==> config.mk <==
export PLATFORM = sky130hd
export DESIGN_NAME = fetch_issue
export DESIGN_NICKNAME = d
export VERILOG_FILES = /design/src/rtl/fetch_issue.sv
export SDC_FILE = /design/constraint.sdc
export NUM_CORES = 1
export LEC_CHECK = 0
export BUFFER_PORTS_ARGS = -buffer_cell sky130_fd_sc_hd__buf_2
export CAP_MARGIN = 20
export CORE_ASPECT_RATIO = 1.2
export CORE_UTILIZATION = 49
export CTS_CLUSTER_DIAMETER = 150
export DETAILED_ROUTE_END_ITERATION = 12
export PLACE_DENSITY = 0.76
export SYNTH_ARGS = -nofsm -noshare
export SYNTH_HDL_FRONTEND = slang
export SYNTH_SLANG_ARGS = --single-unit
==> constraint.sdc <==
create_clock -name clk_i -period 2.3 [get_ports clk_i]
set_input_delay 0.115 -clock clk_i [delete_from_list [all_inputs] [get_ports clk_i]]
set_output_delay 0.115 -clock clk_i [all_outputs]
set_load 0.1 [all_outputs]
==> src/rtl/fetch_issue.sv <==
// Fetch/issue front end: one outstanding imem request, FIFO of {instr, pc} toward decode, redirect flush.
// Optional macro FETCH_ALIGN_CHK_EN: odd redirect targets raise a sticky err and halt fetch.
module fetch_issue #(
  parameter int unsigned       ADDR_W    = 16,
  parameter int unsigned       INSTR_W   = 16,
  parameter int unsigned       BUF_DEPTH = 2,
  parameter logic [ADDR_W-1:0] RESET_PC  = 16'h0000
) (
  input  logic                         clk_i,
  input  logic                         rst_ni,
  output logic                         imem_req_o,
  output logic [ADDR_W-1:0]            imem_addr_o,
  input  logic                         imem_ack_i,
  input  logic [INSTR_W-1:0]           imem_rdata_i,
  input  logic                         redirect_i,
  input  logic [ADDR_W-1:0]            redirect_pc_i,
  output logic                         dec_valid_o,
  input  logic                         dec_ready_i,
  output logic [INSTR_W-1:0]           dec_instr_o,
  output logic [ADDR_W-1:0]            dec_pc_o,
  output logic [ADDR_W-1:0]            dec_pc_next_o,
  output logic                         halted_o,
  output logic [$clog2(BUF_DEPTH):0]   buf_count_o,
  output logic                         err_o
);

  localparam int unsigned       PTR_W  = $clog2(BUF_DEPTH);
  localparam int unsigned       CNT_W  = PTR_W + 1;
  localparam logic [CNT_W-1:0]  FULL   = CNT_W'(BUF_DEPTH);
  localparam logic [ADDR_W-1:0] PC_INC = ADDR_W'(2);

  typedef enum logic [1:0] {S_RUN, S_WAIT, S_DROP, S_HALT} state_e;

  state_e              state_q, state_d;
  logic [ADDR_W-1:0]   pc_q, pc_d;
  logic [ADDR_W-1:0]   addr_q, addr_d;
  logic [CNT_W-1:0]    cnt_q, cnt_d;
  logic [PTR_W-1:0]    wr_ptr_q, wr_ptr_d;
  logic [PTR_W-1:0]    rd_ptr_q, rd_ptr_d;
  logic                hpend_q, hpend_d;
  logic                halted_q;
  logic                started_q;
  logic                req;
  logic                push;
  logic                pop;
  logic                misalign;
  logic [ADDR_W-1:0]   redir_pc;
  logic                is_halt_op;

  logic [INSTR_W-1:0]  buf_instr_q [BUF_DEPTH];
  logic [ADDR_W-1:0]   buf_pc_q    [BUF_DEPTH];

`ifdef FETCH_ALIGN_CHK_EN
  logic err_q;

  assign misalign = redirect_pc_i[0];
  assign redir_pc = redirect_pc_i;

  always_ff @(posedge clk_i or negedge rst_ni) begin
    if (!rst_ni) begin
      err_q <= 1'b0;
    end else if (redirect_i && misalign) begin
      err_q <= 1'b1;
    end
  end

  assign err_o = err_q;
`else
  assign misalign = 1'b0;
  assign redir_pc = redirect_pc_i & ~ADDR_W'(1);
  assign err_o    = 1'b0;
`endif

  assign is_halt_op = (imem_rdata_i[INSTR_W-1 -: 5] == 5'b0_0000);
  assign pop        = dec_valid_o && dec_ready_i;

  // started_q keeps imem_req low while reset is asserted even though state resets to RUN.
  always_comb begin
    state_d = state_q;
    pc_d    = pc_q;
    addr_d  = addr_q;
    hpend_d = hpend_q;
    req     = 1'b0;
    push    = 1'b0;
    case (state_q)
      S_RUN: begin
        if (redirect_i) begin
          pc_d    = redir_pc;
          state_d = misalign ? S_HALT : S_RUN;
        end else if (started_q && (cnt_q < FULL)) begin
          req     = 1'b1;
          addr_d  = pc_q;
          state_d = S_WAIT;
        end
      end
      S_WAIT: begin
        req = 1'b1;
        if (redirect_i) begin
          pc_d = redir_pc;
          if (imem_ack_i) begin
            state_d = misalign ? S_HALT : S_RUN;
          end else begin
            state_d = S_DROP;
            hpend_d = misalign;
          end
        end else if (imem_ack_i) begin
          push    = 1'b1;
          pc_d    = pc_q + PC_INC;
          state_d = is_halt_op ? S_HALT : S_RUN;
        end
      end
      S_DROP: begin
        req = 1'b1;
        if (redirect_i) begin
          pc_d    = redir_pc;
          hpend_d = misalign;
        end
        if (imem_ack_i) begin
          state_d = hpend_d ? S_HALT : S_RUN;
        end
      end
      S_HALT: begin
        if (redirect_i) begin
          pc_d    = redir_pc;
          state_d = misalign ? S_HALT : S_RUN;
        end
      end
      default: state_d = S_RUN;
    endcase
  end

  // A redirect flushes everything except a head transfer completing this same cycle.
  always_comb begin
    cnt_d    = cnt_q;
    wr_ptr_d = wr_ptr_q;
    rd_ptr_d = rd_ptr_q;
    if (redirect_i) begin
      cnt_d    = '0;
      wr_ptr_d = '0;
      rd_ptr_d = '0;
    end else begin
      wr_ptr_d = wr_ptr_q + PTR_W'(push);
      rd_ptr_d = rd_ptr_q + PTR_W'(pop);
      cnt_d    = cnt_q + CNT_W'(push) - CNT_W'(pop);
    end
  end

  always_ff @(posedge clk_i or negedge rst_ni) begin
    if (!rst_ni) begin
      state_q   <= S_RUN;
      pc_q      <= RESET_PC;
      addr_q    <= RESET_PC;
      cnt_q     <= '0;
      wr_ptr_q  <= '0;
      rd_ptr_q  <= '0;
      hpend_q   <= 1'b0;
      halted_q  <= 1'b0;
      started_q <= 1'b0;
    end else begin
      state_q   <= state_d;
      pc_q      <= pc_d;
      addr_q    <= addr_d;
      cnt_q     <= cnt_d;
      wr_ptr_q  <= wr_ptr_d;
      rd_ptr_q  <= rd_ptr_d;
      hpend_q   <= hpend_d;
      halted_q  <= (state_d == S_HALT) && (cnt_d == '0);
      started_q <= 1'b1;
    end
  end

  always_ff @(posedge clk_i) begin
    if (push) begin
      buf_instr_q[wr_ptr_q] <= imem_rdata_i;
      buf_pc_q[wr_ptr_q]    <= pc_q;
    end
  end

  assign imem_req_o    = req;
  assign imem_addr_o   = (state_q == S_RUN) ? pc_q : addr_q;
  assign dec_valid_o   = (cnt_q != '0);
  assign dec_instr_o   = dec_valid_o ? buf_instr_q[rd_ptr_q] : '0;
  assign dec_pc_o      = dec_valid_o ? buf_pc_q[rd_ptr_q] : '0;
  assign dec_pc_next_o = dec_valid_o ? (buf_pc_q[rd_ptr_q] + PC_INC) : '0;
  assign halted_o      = halted_q;
  assign buf_count_o   = cnt_q;

endmodule

==> impl_metrics.toml <==
[yosys]
avgSynthCellArea_sq_um = 12.2
synth_area_sq_um = 4950
ys_seq_area_share_pct = 57.4
synth_cell_types = 49
synth_flop_cell = "edfxtp_1"
ys_warn_count = 0
synth_seq_cells = 101
syn_inst = 405
async_reset_ff_share_pct = 38.6
synth_enable_flop_cells = 62

[die]
dieWidth_um = 93.7
die_h_um = 112
start_util_pct = 51.2
row_count = 39
coreArea_sq_um = 9660
die_area_sq_um = 10500
ioPinCount = 107

[clock_network]
clk_pin_slew_ns = 0.06
cts_tree = "yes"
worstSkewPairLatency_ns = 0.34
clock_path_buffers = 2
cts_max_level = 3
cts_buffers = 9
cts-root-buf = "clkbuf_16"
clock-sinks = 101

[timing]
min_period_over_period_pct = 98.0
rsz0062_at_grt = "true"
fmax_mhz = 444
layout_min_cycle_time_ns = 2.25
tightest_slew_ns = 0.885
hold_viol = 0
setup_viol = 0
slew_headroom_pct = 41.0
skew_ns = 0.00792
final_max_slew_viol_count = 0

[global_route]
grt_overflow = 0
antenna_found_initial = 0
grt_pass1_wl_mm = 17.4
grt_util_all_layers_pct = 21.4
gr-max-usage-layer = "met2"
grtUsageMet2_pct = 35.4
grt_max_degree = 41
met1_usage_pct = 27.6
grt_pass1_vias = 3605
grtUsageMet3_pct = 4.27

[drt]
remaining_drc_errors = 0
vias = 3526
drt-total-wl_mm = 10.6
wl_per_cell_um = 15.8
vias_per_cell = 5.25
initialDrtViolationCount = 121
postRouteAntennaNets = 0
drt-pass1-iter-count = 5

[cells_and_area]
antenna_cells = 0
drive_above_1_share_pct = 39.0
area_growth_pct = 37.1
nNetsFinal = 591
fin_util_pct = 70.2

[critical_path]
cp-end-kind = "output pin"
cp-start-kind = "flop"
cp_max_fo = 5
arrival_ns = 2.14
critPathKind = "reg2out"
worstPathRequired_ns = 2.18

[run_status]
status = "complete, no violations"

[placement]
dp_hpwl_mm = 7.00
port_buffers = 101
finalWeightedCongestion = 0.825

[min_path]
hold_class = "in2reg"

[job]
maxCapViolCount = 0
[cell type report]
type	count	area [sq um]
repair buffers	145	1290
clock inverters	3	38.8
clock buffers	13	240
multi-input cells	277	2170
well taps	123	154
fillers	674	2880
inverters	10	41.3
flip-flops and latches	101	2850
[routing by layer]
layer | up-vias | share of wire (%)
li1 | 1709 | -
met2 | 95 | 51
met4 | 0 | 2.3
met5 | - | 0
met3 | 21 | 4.0
met1 | 1701 | 43
[per-stage QoR]
| step | TNS [ns] | std cells | setup slack (ns) | hold slack (ns) | cell area [sq um] |
|---|---|---|---|---|---|
| after floorplan | -9.69 | 408 | -0.388 | -0.181 | 5100 |
| after detailed placement | 0 | 621 | 0.204 | 0.285 | 6090 |
| after CTS | 0 | 668 | 0.0146 | 0.00515 | 6720 |
| final | 0 | 672 | 0.0462 | 0.00988 | 6780 |
| after global routing | -0.0938 | 672 | -0.0347 | 0.00684 | 6780 |
| after global placement | 0 | 621 | 0.269 | 0.274 | 6090 |
[flip-flops by register name, indices dropped and copies added (netlist names)]
register and cells:
wr_ptr_q 1, addr_q 15, buf_count_o 2, buf_instr_q 32
started_q 1, buf_pc_q 30, hpend_q 1, halted_o 1
pc_q 15, state_q 2, rd_ptr_q 1
[worst max-delay path, stage by stage (launching register included)]
cell and delay, ns:
dfrtp_2 0.46, mux2_4 0.34, ha_4 0.18, nand4b_1 0.15, nand2_2 0.12, nand4b_1 0.17, nand2_1 0.11, o21ai_4 0.08
buf_12 0.19
[cells by family (layout without fill, tap and decap cells)]
family	Yosys count	after routing	synth area share (%)
fa+ha+maj	10	10	2.53
simple gates	137	137	14.1
buf+inv	30	171	2.98
other cells	2	5	0.152
xor+xnor	25	25	4.43
flops	101	101	57.4
mux	65	65	14.0
compound gates	35	35	4.38
[cell usage in the layout (no fill, tap or decap), drive strengths merged, types with 2 or more instances in the layout]
| master | Yosys | final |
|---|---|---|
| edfxtp | 62 | 62 |
| dfrtp | 39 | 39 |
| a21oi | 10 | 10 |
| dlygate4sd3 | 0 | 25 |
| xor2 | 11 | 11 |
| clkbuf | 4 | 13 |
| ha | 10 | 10 |
| nor4 | 2 | 2 |
| nand4 | 4 | 4 |
| conb | 2 | 5 |
| nor2 | 56 | 56 |
| and2 | 6 | 6 |
| buf | 16 | 120 |
| inv | 9 | 8 |
| nand3b | 3 | 3 |
| nand4b | 4 | 4 |
| and3 | 2 | 2 |
| mux2 | 35 | 35 |
| nand3 | 14 | 14 |
| nor2b | 4 | 4 |
| clkinv | 1 | 3 |
| and4 | 2 | 2 |
| nand2 | 31 | 31 |
| mux2i | 30 | 30 |
| a22oi | 3 | 3 |
| o21ai | 14 | 14 |
| nor3 | 3 | 3 |
| nand2b | 2 | 2 |
| xnor2 | 14 | 14 |
[synthesized netlist by cell type (3+ instances only)]
| cell | number | share of area (%) |
|---|---|---|
| a21oi_1 | 10 | 1.0 |
| and2_1 | 6 | 0.76 |
| buf_1 | 4 | 0.30 |
| buf_2 | 4 | 0.40 |
| buf_4 | 8 | 1.2 |
| clkbuf_1 | 4 | 0.30 |
| dfrtp_1 | 39 | 20 |
| edfxtp_1 | 62 | 38 |
| ha_1 | 10 | 2.5 |
| inv_1 | 9 | 0.68 |
| mux2_2 | 34 | 7.7 |
| mux2i_1 | 30 | 6.1 |
| nand2_1 | 30 | 2.3 |
| nand3_1 | 14 | 1.4 |
| nand3b_1 | 3 | 0.46 |
| nand4_1 | 3 | 0.38 |
| nand4b_1 | 4 | 0.71 |
| nor2_1 | 56 | 4.2 |
| nor2b_1 | 4 | 0.51 |
| o21ai_0 | 12 | 1.2 |
| xnor2_1 | 14 | 2.5 |
| xor2_1 | 11 | 1.9 |
[worst paths after layout]
path | startpoint | endpoint | slack [ns] | cells after the start
max in group asynchronous | rst_ni | buf_count_o[1] | 1.23 | 2
min in group asynchronous | rst_ni | halted_o | 0.43 | 2
max reg2reg | state_q[1] | pc_q[15] | 0.18 | 7
min reg2reg | addr_q[7] | addr_q[7] | 0.49 | 1
min | redirect_pc_i[13] | pc_q[13] | 0.01 | 3
max | rd_ptr_q | dec_pc_next_o[15] | 0.05 | 8
[repair_timing]
item / CTS / global route
hold endpoints to repair: 79 / 0
pin swaps: 7 / 9
hold buffers: 25 / 0
gates resized for setup: 7 / 12
setup endpoints to repair: 8 / 19
buffers inserted: 5 / 4
cloned: 1 / 0
Power is not shown: default switching activity piles up to over one toggle a cycle in this logic, so the estimate is an artifact.
